===== src/rtl/riscv_mem_arbiter_if.sv =====
// Bundle of the core port, loader port and memory port shared by the arbiter.
// The arbiter connects through slave; requesters and the memory model use master.
interface riscv_mem_arbiter_if #(
  parameter int ADDR_W = 32,
  parameter int DATA_W = 32
);
  logic              c_req;
  logic              c_we;
  logic [ADDR_W-1:0] c_addr;
  logic [DATA_W-1:0] c_wdata;
  logic [DATA_W-1:0] c_rdata;
  logic              c_done;
  logic              core_stall;

  logic              l_req;
  logic              l_we;
  logic [ADDR_W-1:0] l_addr;
  logic [DATA_W-1:0] l_wdata;
  logic [DATA_W-1:0] l_rdata;
  logic              l_done;

  logic              m_en;
  logic              m_we;
  logic [ADDR_W-1:0] m_addr;
  logic [DATA_W-1:0] m_wdata;
  logic [DATA_W-1:0] m_rdata;

  logic              owner;

  modport slave (
    input  c_req, c_we, c_addr, c_wdata,
    output c_rdata, c_done, core_stall,
    input  l_req, l_we, l_addr, l_wdata,
    output l_rdata, l_done,
    output m_en, m_we, m_addr, m_wdata,
    input  m_rdata,
    output owner
  );

  modport master (
    output c_req, c_we, c_addr, c_wdata,
    input  c_rdata, c_done, core_stall,
    output l_req, l_we, l_addr, l_wdata,
    input  l_rdata, l_done,
    input  m_en, m_we, m_addr, m_wdata,
    output m_rdata,
    input  owner
  );
endinterface


===== src/rtl/riscv_mem_arbiter.sv =====
// Round-robin arbiter between core and loader in front of a fixed-latency memory.
// Grant edge to done is 1+MEM_LAT cycles; the loser holds req and core_stall stays high until c_done.
module riscv_mem_arbiter #(
  parameter int ADDR_W  = 32,
  parameter int DATA_W  = 32,
  parameter int MEM_LAT = 1
) (
  input logic                clk,
  input logic                rst,
  riscv_mem_arbiter_if.slave bus
);
  typedef enum logic [1:0] {IDLE, ACCESS, WAIT, DONE} state_t;

  localparam logic [2:0] CNT_LOAD = 3'(MEM_LAT - 1);

  state_t            state;
  state_t            state_nxt;
  logic [2:0]        cnt;
  logic              we_q;
  logic              owner_q;
  logic              last_owner;
  logic [ADDR_W-1:0] m_addr_q;
  logic [DATA_W-1:0] m_wdata_q;
  logic [DATA_W-1:0] c_rdata_q;
  logic [DATA_W-1:0] l_rdata_q;
  logic              grant;
  logic              winner;

  // On a tie the requester that did not win last time goes next.
  assign winner = (bus.c_req && bus.l_req) ? ~last_owner : bus.l_req;
  assign grant  = (state == IDLE) && (bus.c_req || bus.l_req);

  always_ff @(posedge clk or negedge rst) begin
    if (!rst) begin
      state <= IDLE;
    end else begin
      state <= state_nxt;
    end
  end

  always_comb begin
    state_nxt = state;
    case (state)
      IDLE:    if (grant) state_nxt = ACCESS;
      ACCESS:  state_nxt = (MEM_LAT > 1) ? WAIT : DONE;
      WAIT:    if (cnt == 3'd1) state_nxt = DONE;
      DONE:    state_nxt = IDLE;
      default: state_nxt = IDLE;
    endcase
  end

  always_comb begin
    bus.m_en   = 1'b0;
    bus.m_we   = 1'b0;
    bus.c_done = 1'b0;
    bus.l_done = 1'b0;
    case (state)
      ACCESS: begin
        bus.m_en = 1'b1;
        bus.m_we = we_q;
      end
      DONE: begin
        bus.c_done = ~owner_q;
        bus.l_done = owner_q;
      end
      default: ;
    endcase
  end

  assign bus.core_stall = bus.c_req & ~bus.c_done;
  assign bus.m_addr     = m_addr_q;
  assign bus.m_wdata    = m_wdata_q;
  assign bus.c_rdata    = c_rdata_q;
  assign bus.l_rdata    = l_rdata_q;
  assign bus.owner      = owner_q;

  always_ff @(posedge clk or negedge rst) begin
    if (!rst) begin
      m_addr_q   <= '0;
      m_wdata_q  <= '0;
      we_q       <= 1'b0;
      owner_q    <= 1'b1;
      last_owner <= 1'b1;
      cnt        <= '0;
      c_rdata_q  <= '0;
      l_rdata_q  <= '0;
    end else begin
      if (grant) begin
        m_addr_q  <= winner ? bus.l_addr  : bus.c_addr;
        m_wdata_q <= winner ? bus.l_wdata : bus.c_wdata;
        we_q      <= winner ? bus.l_we    : bus.c_we;
        owner_q   <= winner;
      end
      if (state == ACCESS) begin
        cnt <= CNT_LOAD;
      end else if (state == WAIT) begin
        cnt <= cnt - 3'd1;
      end
      // m_rdata is valid exactly on the edge that enters DONE.
      if ((state_nxt == DONE) && !we_q) begin
        if (owner_q) l_rdata_q <= bus.m_rdata;
        else         c_rdata_q <= bus.m_rdata;
      end
      if (state == DONE) begin
        last_owner <= owner_q;
      end
    end
  end
endmodule


===== src/flat_wrapper.sv =====
// flat-port wrapper written by rule: the top's interface ports become plain ports
module riscv_mem_arbiter_flat 
#(
  parameter int ADDR_W  = 32,
  parameter int DATA_W  = 32,
  parameter int MEM_LAT = 1
)
  (clk, rst, bus_c_req, bus_c_we, bus_c_addr, bus_c_wdata, bus_c_rdata, bus_c_done, bus_core_stall, bus_l_req, bus_l_we, bus_l_addr, bus_l_wdata, bus_l_rdata, bus_l_done, bus_m_en, bus_m_we, bus_m_addr, bus_m_wdata, bus_m_rdata, bus_owner);
  riscv_mem_arbiter_if #(.ADDR_W(ADDR_W), .DATA_W(DATA_W)) bus_i ();
  input logic clk;
  input logic rst;
  input wire logic [$bits(bus_i.c_req)-1:0] bus_c_req;
  input wire logic [$bits(bus_i.c_we)-1:0] bus_c_we;
  input wire logic [$bits(bus_i.c_addr)-1:0] bus_c_addr;
  input wire logic [$bits(bus_i.c_wdata)-1:0] bus_c_wdata;
  output wire logic [$bits(bus_i.c_rdata)-1:0] bus_c_rdata;
  output wire logic [$bits(bus_i.c_done)-1:0] bus_c_done;
  output wire logic [$bits(bus_i.core_stall)-1:0] bus_core_stall;
  input wire logic [$bits(bus_i.l_req)-1:0] bus_l_req;
  input wire logic [$bits(bus_i.l_we)-1:0] bus_l_we;
  input wire logic [$bits(bus_i.l_addr)-1:0] bus_l_addr;
  input wire logic [$bits(bus_i.l_wdata)-1:0] bus_l_wdata;
  output wire logic [$bits(bus_i.l_rdata)-1:0] bus_l_rdata;
  output wire logic [$bits(bus_i.l_done)-1:0] bus_l_done;
  output wire logic [$bits(bus_i.m_en)-1:0] bus_m_en;
  output wire logic [$bits(bus_i.m_we)-1:0] bus_m_we;
  output wire logic [$bits(bus_i.m_addr)-1:0] bus_m_addr;
  output wire logic [$bits(bus_i.m_wdata)-1:0] bus_m_wdata;
  input wire logic [$bits(bus_i.m_rdata)-1:0] bus_m_rdata;
  output wire logic [$bits(bus_i.owner)-1:0] bus_owner;
  assign bus_i.c_req = bus_c_req;
  assign bus_i.c_we = bus_c_we;
  assign bus_i.c_addr = bus_c_addr;
  assign bus_i.c_wdata = bus_c_wdata;
  assign bus_c_rdata = bus_i.c_rdata;
  assign bus_c_done = bus_i.c_done;
  assign bus_core_stall = bus_i.core_stall;
  assign bus_i.l_req = bus_l_req;
  assign bus_i.l_we = bus_l_we;
  assign bus_i.l_addr = bus_l_addr;
  assign bus_i.l_wdata = bus_l_wdata;
  assign bus_l_rdata = bus_i.l_rdata;
  assign bus_l_done = bus_i.l_done;
  assign bus_m_en = bus_i.m_en;
  assign bus_m_we = bus_i.m_we;
  assign bus_m_addr = bus_i.m_addr;
  assign bus_m_wdata = bus_i.m_wdata;
  assign bus_i.m_rdata = bus_m_rdata;
  assign bus_owner = bus_i.owner;
  riscv_mem_arbiter #(.ADDR_W(ADDR_W), .DATA_W(DATA_W), .MEM_LAT(MEM_LAT)) u_core (.clk(clk), .rst(rst), .bus(bus_i));
endmodule

===== config.mk =====
export PLATFORM = sky130hd
export DESIGN_NAME = riscv_mem_arbiter_flat
export DESIGN_NICKNAME = d
export VERILOG_FILES = /design/src/rtl/riscv_mem_arbiter_if.sv /design/src/rtl/riscv_mem_arbiter.sv /design/src/flat_wrapper.sv
export SDC_FILE = /design/constraint.sdc
export NUM_CORES = 1
export LEC_CHECK = 0
export BUFFER_PORTS_ARGS = -buffer_cell sky130_fd_sc_hd__buf_2
export CORE_AREA = 3 3 117 119
export DETAILED_ROUTE_END_ITERATION = 7
export DIE_AREA = 0 0 120 122
export PLACE_DENSITY = 0.8
export SLEW_MARGIN = 20
export SYNTH_ARGS = -nofsm -noshare
export SYNTH_HDL_FRONTEND = slang
export SYNTH_SLANG_ARGS = --single-unit
export TNS_END_PERCENT = 20

===== constraint.sdc =====
create_clock -name clk -period 4.3 [get_ports clk]
set_input_delay 0 -clock clk [delete_from_list [all_inputs] [get_ports clk]]
set_output_delay 0 -clock clk [all_outputs]
set_load 0.1 [all_outputs]

Word level (Yosys, flattened, before mapping) --
Cells that the tools add are included.
Storage, ports and cells: register bits after elaboration 136, bits in latches 0, memory bits (writable) 0, memory bits (read-only) 0, bits of input ports 166, output and inout port bits 134, logic and storage cells 41, memories kept 0
Cells by class: add/subtract/negate cells 1, multipliers 0, div/mod/pow operators 0, $lt $le $gt $ge 0, equality and inequality tests 5, shift operators 0, muxes and demuxes 13, bitwise logic cells 4, reduce and logical (&&, ||, !) cells 9
Operators with widths (count):
- 32-bit two-way mux | 2
- 2-bit case mux with 4 select lines | 1
- 2-bit equality test, second input constant | 3
- 1-bit two-way mux | 6
- 3-bit two-way mux | 2
- 2-bit two-way mux | 2
- 2-bit AND reduction | 2
- 3-bit by 1-bit equality test with 1-bit output, second input constant | 1
- 1-bit logical AND | 3
- 1-bit inverter | 3
- 3-bit by 1-bit subtractor with 3-bit output, second input constant | 1
- 2-bit by 1-bit equality test with 1-bit output, second input constant | 1
- 2-bit zero test | 1
- 2-bit nonzero test | 1
- 1-bit AND | 1
- 1-bit zero test | 1
- 1-bit logical OR | 1

Logic depth before layout (Yosys ltp) --
Gate-level depths: netlist of run 1.
depth after elaboration 7, gate-level depth with buffers 7, gate-level depth less buffers 5

Worst setup path before layout of run 1 --
Ideal clock, no wire load.
path type register to output, from reg u_core.state[0], to out bus_core_stall, data arrival time 2.963 ns, required time 4.300 ns, setup slack 1.337 ns, cell stages (with the launch flop) 4, buffers on the path 0, cells stage by stage dfrtp_1 -> ha_1 -> nor2b_1 -> nor2b_1
On the way: longest elaborated chain between the ends 4
Ends and longest elaborated chain:
- start, declared | RTL line riscv_mem_arbiter.sv:16 | state_t state;
- start signal, assigned | RTL line riscv_mem_arbiter.sv:37 | state <= state_nxt;
- 2-bit equality test | RTL line riscv_mem_arbiter.sv:57 | case (state)
- 1-bit two-way mux | RTL line riscv_mem_arbiter.sv:57
- named net bus_c_done | RTL line flat_wrapper.sv:17 | output wire logic [$bits(bus_i.c_done)-1:0] bus_c_done;
- 1-bit inverter | RTL line riscv_mem_arbiter.sv:70 | assign bus.core_stall = bus.c_req & ~bus.c_done;
- 1-bit AND | RTL line riscv_mem_arbiter.sv:70
- end, declared | RTL line flat_wrapper.sv:18 | output wire logic [$bits(bus_i.core_stall)-1:0] bus_core_stall;
The timed path passes the listed nets, and every way through them passes these cells.

Worst setup path after layout of run 1 --
from reg u_core.last_owner, to reg u_core.m_wdata_q[22], in the netlist u_core.bus.m_wdata[22]
On the way: longest elaborated chain between the ends 3
Ends and longest elaborated chain:
- start, declared | RTL line riscv_mem_arbiter.sv:21 | logic last_owner;
- start signal, assigned | RTL line riscv_mem_arbiter.sv:105 | last_owner <= owner_q;
- 1-bit inverter | RTL line riscv_mem_arbiter.sv:30 | assign winner = (bus.c_req && bus.l_req) ? ~last_owner : bus.l_req;
- 1-bit two-way mux | RTL line riscv_mem_arbiter.sv:30
- 32-bit two-way mux | RTL line riscv_mem_arbiter.sv:90 | m_wdata_q <= winner ? bus.l_wdata : bus.c_wdata;
- end signal, assigned | RTL line riscv_mem_arbiter.sv:90
- end, declared | RTL line riscv_mem_arbiter.sv:23 | logic [DATA_W-1:0] m_wdata_q;
No other way between the ends. A chain may end at the register's enable or synchronous reset.

==> results of run 1 <==
metrics by stage:
stage | instance area [um2] | worst slack [ns]
after detailed placement | 7450 | 1.759
after global placement | 7450 | 1.887
after CTS | 9712 | 1.163
final | 9712 | 1.125
after global routing | 9712 | 1.001
after floorplan | 5812 | 1.337
cells by family (layout without fill, tap and decap cells):
| logic type | Yosys count | count (layout) | synth area share |
|---|---|---|---|
| mux | 131 | 131 | 0.2396 |
| buf+inv | 31 | 504 | 0.02884 |
| flops | 136 | 136 | 0.5860 |
| compound gates | 74 | 74 | 0.07298 |
| simple gates | 80 | 80 | 0.05963 |
| fa+ha+maj | 6 | 6 | 0.01292 |
critical path: cells and delay by family, from the launching register on:
kind	cells	cell delay, ns
flops	1	0.38
mux	1	0.24
buf+inv	3	1.51
compound gates	2	0.87
final cells by class:
cell class	instances	share of cell area
sequential	136	0.3507
timing repair buffer	469	0.3299
multi-input combinational	291	0.2328
clock buffer	19	0.04458
tap	172	0.02216
clock inverter	12	0.01829
inverter	4	0.001546
registers in the layout, indices dropped and copies added (netlist names):
name / flops
u_core.bus.m_wdata: 32
u_core.bus.m_addr: 32
u_core.we_q: 1
u_core.bus.l_rdata: 32
u_core.last_owner: 1
u_core.cnt: 3
u_core.bus.owner: 1
u_core.bus.c_rdata: 32
u_core.state: 2
cell usage in the layout (no fill, tap or decap), types with 3 or more instances in the layout:
cell / netlist / routed
buf_2: 5 / 298
clkinv_2: 0 / 3
clkbuf_16: 0 / 17
buf_4: 0 / 4
ha_1: 6 / 6
dlygate4sd3_1: 0 / 165
nand2_1: 67 / 67
dfrtp_1: 134 / 134
mux2_1: 9 / 9
o21ai_0: 69 / 68
mux2_2: 56 / 56
bufinv_16: 0 / 4
mux2i_1: 66 / 66
inv_1: 4 / 4
clkinv_4: 0 / 4
path summary, 6_finish.rpt:
path,start,endpoint,slack [ns],depth (start not counted)
max,u_core.last_owner,u_core.bus.m_wdata[22],1.12,6
min,bus_l_req,u_core.state[0],0.17,3
max reg2reg,u_core.last_owner,u_core.bus.m_wdata[22],1.12,6
min reg2reg,u_core.bus.m_addr[3],u_core.bus.m_addr[3],0.48,2
max in group asynchronous,rst,u_core.bus.owner,2.97,3
min in group asynchronous,rst,u_core.bus.c_rdata[27],0.27,2
layer usage:
layer,vias up,global-route usage
met5,-,0
met2,371,0.5061
met4,4,0.1696
li1,2526,-
met1,2708,0.3148
met3,88,0.08960
==> flow_summary_export.csv, run 1 <==
group,metric,value,unit
critical_path,crit_fanout,43,
clock_network,cts_tree,"yes",
sta,rsz0062_at_grt,"no",
place,gp_congestion,0.7964,
floorplan,rows,41,
sta,tightest_slew,1.067,ns
critical_path,crit_top_cell,"dlygate4sd3_1",
floorplan,core,12670,um2
place,dpl.hpwl,12020,um
yosys,synth_area,5812,um2
yosys,synth_edf_count,0,
floorplan,die_area,14640,um2
sta,clock_skew,0.01163,ns
yosys,seq_area_frac_synth,0.5860,
drt,dr_wl_met2,10840,um
critical_path,end_kind,"flop",
sta,relSlewSlack,0.2884,
sta,finalSetupViolations,0,
yosys,yosysUniqueCellTypes,27,
cells_and_area,area_delta_synth_final,67.10,%
clock_network,clk_path_buf_depth,2,
cells_and_area,drive_gt1_frac,0.4264,
yosys,yosys.area.top_type,"dfrtp_1",
cells_and_area,n_antenna_cell,0,
critical_path,crit_type,"flop to flop",
grt,antenna_found_initial,2,
floorplan,initial_core_util,0.4587,
clock_network,cts.htree.levels,4,
sta,max_freq,0.3149,GHz
grt,grt_max_degree,128,
cells_and_area,layoutNonFillerInstCount,1103,
drt,drtAntennaViolNets,0,
yosys,yosys-top-cells-count,"dfrtp_1, o21ai_0, nand2_1, mux2i_1, mux2_2",
job,drv_cap,0,
drt,drcViolationCount,0,
sta,min_period,3.175,ns
grt,grt_pass1_vias,6060,
worst_hold_path,min_path_type,"input pin to flop",
yosys,ys_seq_elements,136,
clock_network,ctsHoldBuffers,165,
critical_path,slowest_delay,0.80,ns
drt,dr.max_layer_used,"met5",
yosys,avgSynthCellArea,12.69,um2
cells_and_area,utilization,0.7665,
critical_path,crit_chain,"a21boi_4, buf_12, mux2i_1, dlygate4sd3_1, o21ai_0, dlygate4sd3_1",
yosys,yosys_warnings,0,
clock_network,clock_sinks,136,
clock_network,ctsResizeCount,0,
cells_and_area,fillers,729,
drt,routed_wl,21230,um
critical_path,required,4.59,ns
floorplan,die_w,120,um
drt,drt_first_pass_iters,5,
yosys,yosysTopAreaCellShare,0.5770,
drt,vias_per_cell,5.165,
critical_path,crit_path_top_delay_cell,"a21boi_4",
grt,grt_pass1_wl,32600,um
floorplan,die_y,122,um
grt,track_usage,0.2913,
clock_network,insertion_delay,0.42,ns
sta,holdWs,0.1713,ns
yosys,synth.area.top_cells,"dfrtp_1, mux2i_1, mux2_2",
drt,wl_per_cell,19.25,um
yosys,yosys.cell_count.top_type,"dfrtp_1",
yosys,synth_nets,630,
sta,finalSetupTns,0,ns
drt,wl_met3,1870,um
clock_network,clk_pin_slew_worst_paths,0.05,ns
sta,post-route-period-util,0.7384,
cells_and_area,seq_area,3406,um2
place,place_inst,907,
sta,finalHoldViolCount,0,
clock_network,root_buffer,"clkbuf_16",
drt,drt-initial-drc-count,363,
critical_path,cp-start-kind,"flop",
yosys,ys.flop_type,"dfrtp_1",
cells_and_area,fin_nets,1091,
yosys,async_reset_ff_frac,1.000,
drt,num_vias,5697,
grt,overflow,0,
floorplan,ioPinCount,300,
critical_path,worst_ep_arrival_time,3.46,ns
yosys,syn_inst,458,
drt,wl_met1,7466,um
clock_network,numCtsBuffers,17,
status,status,"finished clean",
cells_and_area,multiInputGateArea,2261,um2
clock_network,post_cts_buffers,0,
place,port_buffers,299,
sta,final-max-slew-violation-count,0,
Power of run 1 is not shown: default switching activity piles up to over one toggle a cycle in this logic, so the estimate is an artifact.
==> run 2: changes to the inputs <==
--- a/config.mk
+++ b/config.mk
@@ -6,10 +6,11 @@
 export NUM_CORES = 1
 export LEC_CHECK = 0
 export BUFFER_PORTS_ARGS = -buffer_cell sky130_fd_sc_hd__buf_2
-export CORE_AREA = 3 3 117 119
+export CORE_ASPECT_RATIO = 1.4
+export CORE_MARGIN = 3
+export CORE_UTILIZATION = 41
 export DETAILED_ROUTE_END_ITERATION = 7
-export DIE_AREA = 0 0 120 122
-export PLACE_DENSITY = 0.8
+export PLACE_DENSITY = 0.76
 export SLEW_MARGIN = 20
 export SYNTH_ARGS = -nofsm -noshare
 export SYNTH_HDL_FRONTEND = slang
==> constraint.sdc (replaced) <==
create_clock -name clk -period 2.8 [get_ports clk]
set_input_delay 0 -clock clk [delete_from_list [all_inputs] [get_ports clk]]
set_output_delay 0 -clock clk [all_outputs]
set_load 0.1 [all_outputs]
==> run 2 against run 1 <==
Global-route usage decreased by 3.4 points. Clock skew decreased by 0.0013 ns. Wire length decreased by 5.4%. Sequential cell count unchanged. Design area increased by 1.2%. Non-clock buffer count increased by 5. Fmax increased by 29%. First-iteration DRC count decreased by 33%. Critical path depth unchanged. Count of clock-buffer cells in the layout decreased by 1. Sequential share of layout area decreased by 0.43 points. Register-to-register slack got worse by 0.79 ns. Critical endpoint is now u_core.bus.c_rdata[20]. Largest cell class unchanged. Highest routed layer is now met4.
==> flow_summary_export.csv, run 2 (same netlist as run 1, synthesis figures left out) <==
group,metric,value,unit
drt,num_vias,5596,
clock_network,post_cts_buffers,0,
drt,vias_per_cell,5.001,
place,dpl.hpwl,11630,um
cells_and_area,layout_commonest_cell,"buf_2",
drt,wl_met1,7229,um
critical_path,crit_chain,"inv_1, ha_1, or3b_1, a2111oi_4, buf_12, mux2_2",
floorplan,die_area,15660,um2
critical_path,worst_ep_arrival_time,2.76,ns
sta,final-max-slew-violation-count,0,
clock_network,clk_pin_slew_worst_paths,0.07,ns
clock_network,root_buffer,"clkbuf_16",
clock_network,insertion_delay,0.41,ns
cells_and_area,final_cell_mix,"buf_2, dlygate4sd3_1, dfrtp_1",
critical_path,required,3.09,ns
sta,tightest_slew,0.8142,ns
drt,drt_first_pass_iters,5,
drt,dr_wl_met2,10460,um
drt,routed_wl,20080,um
clock_network,clk_path_buf_depth,2,
floorplan,die_w,106.6,um
sta,min_period,2.469,ns
place,place_ws,0.3789,ns
sta,rsz0062_at_grt,"no",
critical_path,crit_fanout,32,
status,status,"finished clean",
grt,grt_pass1_vias,6333,
critical_path,end_kind,"flop",
drt,drcViolationCount,0,
clock_network,ctsResizeCount,0,
floorplan,core,13640,um2
sta,relSlewSlack,0.4558,
grt,overflow,0,
critical_path,slowest_delay,0.46,ns
cells_and_area,fin_nets,1096,
drt,wl_per_cell,17.94,um
grt,grt_max_degree,81,
worst_hold_path,min_path_type,"input pin to flop",
sta,finalSetupTns,0,ns
critical_path,crit_path_top_delay_cell,"dfrtp_1",
grt,antenna_found_initial,0,
place,gp_congestion,0.7633,
cells_and_area,fillers,885,
clock_network,numCtsBuffers,17,
cells_and_area,drive_gt1_frac,0.4344,
job,drv_cap,0,
sta,fin_ws,0.3312,ns
sta,post-route-period-util,0.8817,
drt,dr.max_layer_used,"met4",
cells_and_area,area_delta_synth_final,69.19,%
floorplan,ioPinCount,300,
cells_and_area,utilization,0.7210,
sta,max_freq,0.4051,GHz
drt,drtAntennaViolNets,0,
clock_network,clock_sinks,136,
place,port_buffers,299,
grt,grt_pass1_wl,31930,um
drt,drt-initial-drc-count,244,
sta,finalHoldViolCount,0,
cells_and_area,n_antenna_cell,0,
clock_network,ctsHoldBuffers,163,
drt,wl_met3,1557,um
grt,track_usage,0.2576,
sta,finalSetupViolations,0,
clock_network,cts_tree,"yes",
sta,clock_skew,0.01036,ns
floorplan,die_y,146.9,um
clock_network,cts.htree.levels,4,
critical_path,cp-start-kind,"flop",
critical_path,crit_type,"flop to flop",
floorplan,initial_core_util,0.4261,
floorplan,rows,50,
## run 2: cell types whose count changed in the layout (fill, tap and decap cells not counted), moves of 2 or more
cell | previous run | this run
inv_6 | 0 | 6
buf_12 | 1 | 5
clkinv_2 | 3 | 0
clkinv_4 | 4 | 1
buf_4 | 4 | 6
clkinvlp_4 | 1 | 3
dlygate4sd3_1 | 165 | 163
## run 2: layout make-up
type	count	area [um2]	area share
clock buffers	18	429.2	0.04364
clock inverters	14	185.2	0.01883
inverters	4	15.01	0.001527
multi-input cells	291	2263	0.2302
flip-flops and latches	136	3406	0.3464
well taps	182	227.7	0.02316
repair buffers	474	3307	0.3363
## run 2: path summary, 6_finish.rpt
kind / from / endpoint / slack (ns) / cells after the start
hold / removal: bus_l_req / u_core.state[0] / 0.11 / 3
setup reg to reg: u_core.state[0] / u_core.bus.c_rdata[20] / 0.33 / 6
hold reg to reg: u_core.bus.m_wdata[20] / u_core.bus.m_wdata[20] / 0.47 / 2
max in group asynchronous: rst / u_core.bus.m_addr[6] / 1.68 / 4
min in group asynchronous: rst / u_core.bus.l_rdata[16] / 0.20 / 2
setup / recovery: u_core.state[0] / u_core.bus.c_rdata[20] / 0.33 / 6
## run 2: critical path, delay by kind of cell (launching register included)
kind                     cells  cell delay [ns]
adder cells (fa/ha/maj)      1             0.41
multiplexers                 1             0.39
AO/OA/AOI/OAI                1             0.29
AND/OR/NAND/NOR              1             0.41
flip-flops                   1             0.46
buffers and inverters        2             0.38
## run 2: layer usage
metal,up-vias,GRT usage
li1,2531,-
met1,2683,0.2812
met2,315,0.4600
met3,67,0.06989
met4,0,0.1190
met5,-,0
## run 2: stage by stage
step           hold slack (ns)  instances  cell area, um2
2_1_floorplan          -0.2956        458            5814
3_3_place_gp           0.07980        923            7560
3_5_place_dp           0.08483        924            7587
4_1_cts                0.09429       1119            9833
5_1_grt                 0.1411       1119            9833
6_report                0.1069       1119            9833
Power of run 2 is left out for the same reason.
==> run 3: changes to the inputs <==
--- a/config.mk
+++ b/config.mk
@@ -11,6 +11,7 @@
 export CORE_UTILIZATION = 41
 export DETAILED_ROUTE_END_ITERATION = 7
 export PLACE_DENSITY = 0.76
+export RECOVER_POWER = 100
 export SLEW_MARGIN = 20
 export SYNTH_ARGS = -nofsm -noshare
 export SYNTH_HDL_FRONTEND = slang
==> run 3 against run 2 <==
The flow now finishes with violations (max-capacitance violations, max-slew violations). Non-clock buffer count unchanged. Sequential cell count unchanged. First-iteration DRC count increased by 2.5%. Count of clock-buffer cells in the layout unchanged. Fmax about the same. Global-route usage unchanged. Design area decreased by 1.9%. Core utilization decreased by 1.4 points. Critical endpoint unchanged.
==> flow_summary_export.csv, run 3 (same netlist as run 1, synthesis figures left out) <==
group,metric,value,unit
worst_hold_path,min_path_type,"input pin to flop",
drt,vias_per_cell,5.001,
place,dpl.hpwl,11630,um
clock_network,numCtsBuffers,17,
drt,routed_wl,20170,um
clock_network,post_cts_buffers,0,
place,place_inst,924,
drt,drtAntennaViolNets,0,
grt,grt.busiest_layer,"met2",
sta,fin_ws,0.3320,ns
sta,post-route-period-util,0.8814,
status,violations,"max-capacitance violations, max-slew violations",
cells_and_area,layout_commonest_cell,"buf_2",
floorplan,core,13640,um2
sta,finalHoldViolCount,0,
grt,overflow,0,
floorplan,die_w,106.6,um
floorplan,rows,50,
grt,grt_max_degree,81,
grt,grt_pass1_wl,31930,um
job,drv_cap,1,
sta,finalSetupViolations,0,
cells_and_area,n_antenna_cell,0,
sta,max_freq,0.4052,GHz
clock_network,cts_tree,"yes",
clock_network,cts.htree.levels,4,
cells_and_area,fillers,974,
sta,relSlewSlack,-0.3213,
clock_network,clk_pin_slew_worst_paths,0.07,ns
floorplan,ioPinCount,300,
floorplan,die_y,146.9,um
critical_path,crit_fanout,32,
sta,rsz0062_at_grt,"no",
critical_path,crit_path_top_delay_cell,"dfrtp_1",
grt,use_met2,0.4600,
critical_path,cp-start-kind,"flop",
sta,tightest_slew,1.982,ns
grt,antenna_found_initial,0,
cells_and_area,layoutNonFillerInstCount,1119,
floorplan,die_area,15660,um2
cells_and_area,fin_nets,1096,
status,status,"complete, but fails checks",
cells_and_area,area_delta_synth_final,65.94,%
cells_and_area,drive_gt1_frac,0.2828,
critical_path,required,3.08,ns
critical_path,cpLargestDelayFamily,"flip-flops",
worst_hold_path,min_from,"bus_l_req",
grt,grt_pass1_vias,6333,
drt,drcViolationCount,0,
drt,wl_per_cell,18.03,um
sta,finalSetupTns,0,ns
place,gp_congestion,0.7633,
clock_network,clock_sinks,136,
place,port_buffers,299,
clock_network,ctsHoldBuffers,163,
critical_path,crit_type,"flop to flop",
critical_path,worst_ep_arrival_time,2.75,ns
critical_path,crit_start,"u_core.state[0]",
drt,num_vias,5596,
critical_path,path_buf_inv,2,
drt,drt_first_pass_iters,4,
sta,clock_skew,0.009233,ns
grt,grt_use_met1,0.2812,
drt,drt-initial-drc-count,250,
sta,min_period,2.468,ns
clock_network,ctsResizeCount,0,
critical_path,r2r-start,"u_core.state[0]",
critical_path,end_kind,"flop",
clock_network,root_buffer,"clkbuf_16",
critical_path,crit_chain,"inv_1, ha_1, or3b_1, a2111oi_4, buf_12, mux2_1",
critical_path,slowest_delay,0.45,ns
sta,holdWs,0.1243,ns
clock_network,insertion_delay,0.41,ns
grt,grt.met3_usage,0.06989,
sta,final-max-slew-violation-count,80,
grt,track_usage,0.2576,
clock_network,clk_path_buf_depth,2,
place,place_ws,0.3789,ns
floorplan,initial_core_util,0.4261,
cells_and_area,final_cell_mix,"buf_2, dlygate4sd3_1, clkbuf_1",
==> run 3: final cells by class <==
cell class	instances	area [um2]	area share
clock inverters	14	185.2	0.01920
clock buffers	18	429.2	0.04450
inverters	4	15.01	0.001557
multi-input cells	291	2263	0.2347
flip-flops and latches	136	3406	0.3531
well taps	182	227.7	0.02361
repair buffers	474	3118	0.3233
==> run 3: final timing paths <==
| kind | slack (ns) | endpoint | cells after the start |
|---|---|---|---|
| min in group asynchronous | 0.70 | u_core.bus.l_rdata[19] | 2 |
| max in group asynchronous | 0.81 | u_core.bus.m_addr[6] | 4 |
| max | 0.33 | u_core.bus.c_rdata[20] | 6 |
| min | 0.12 | u_core.state[0] | 3 |
| max reg2reg | 0.33 | u_core.bus.c_rdata[20] | 6 |
| min reg2reg | 0.48 | u_core.bus.m_wdata[20] | 2 |
==> run 3: metrics by stage <==
step,cell area (um2),utilization
2_1_floorplan,5814,-
4_1_cts,9833,0.7210
6_report,9644,0.7072
5_1_grt,9644,0.7072
3_5_place_dp,7587,0.5563
3_3_place_gp,7560,0.5543
==> run 3: layer usage <==
layer	part of all wire	wire length [um]
met1	0.36	7338
met4	0.040	810
met3	0.075	1515
met5	0	0
met2	0.52	10510
==> run 3: tightest hold or removal path, cell delays in order <==
cell and delay, ns:
buf_2 0.14, nor4b_2 0.10, a211oi_1 0.22
Power of run 3 is left out for the same reason.
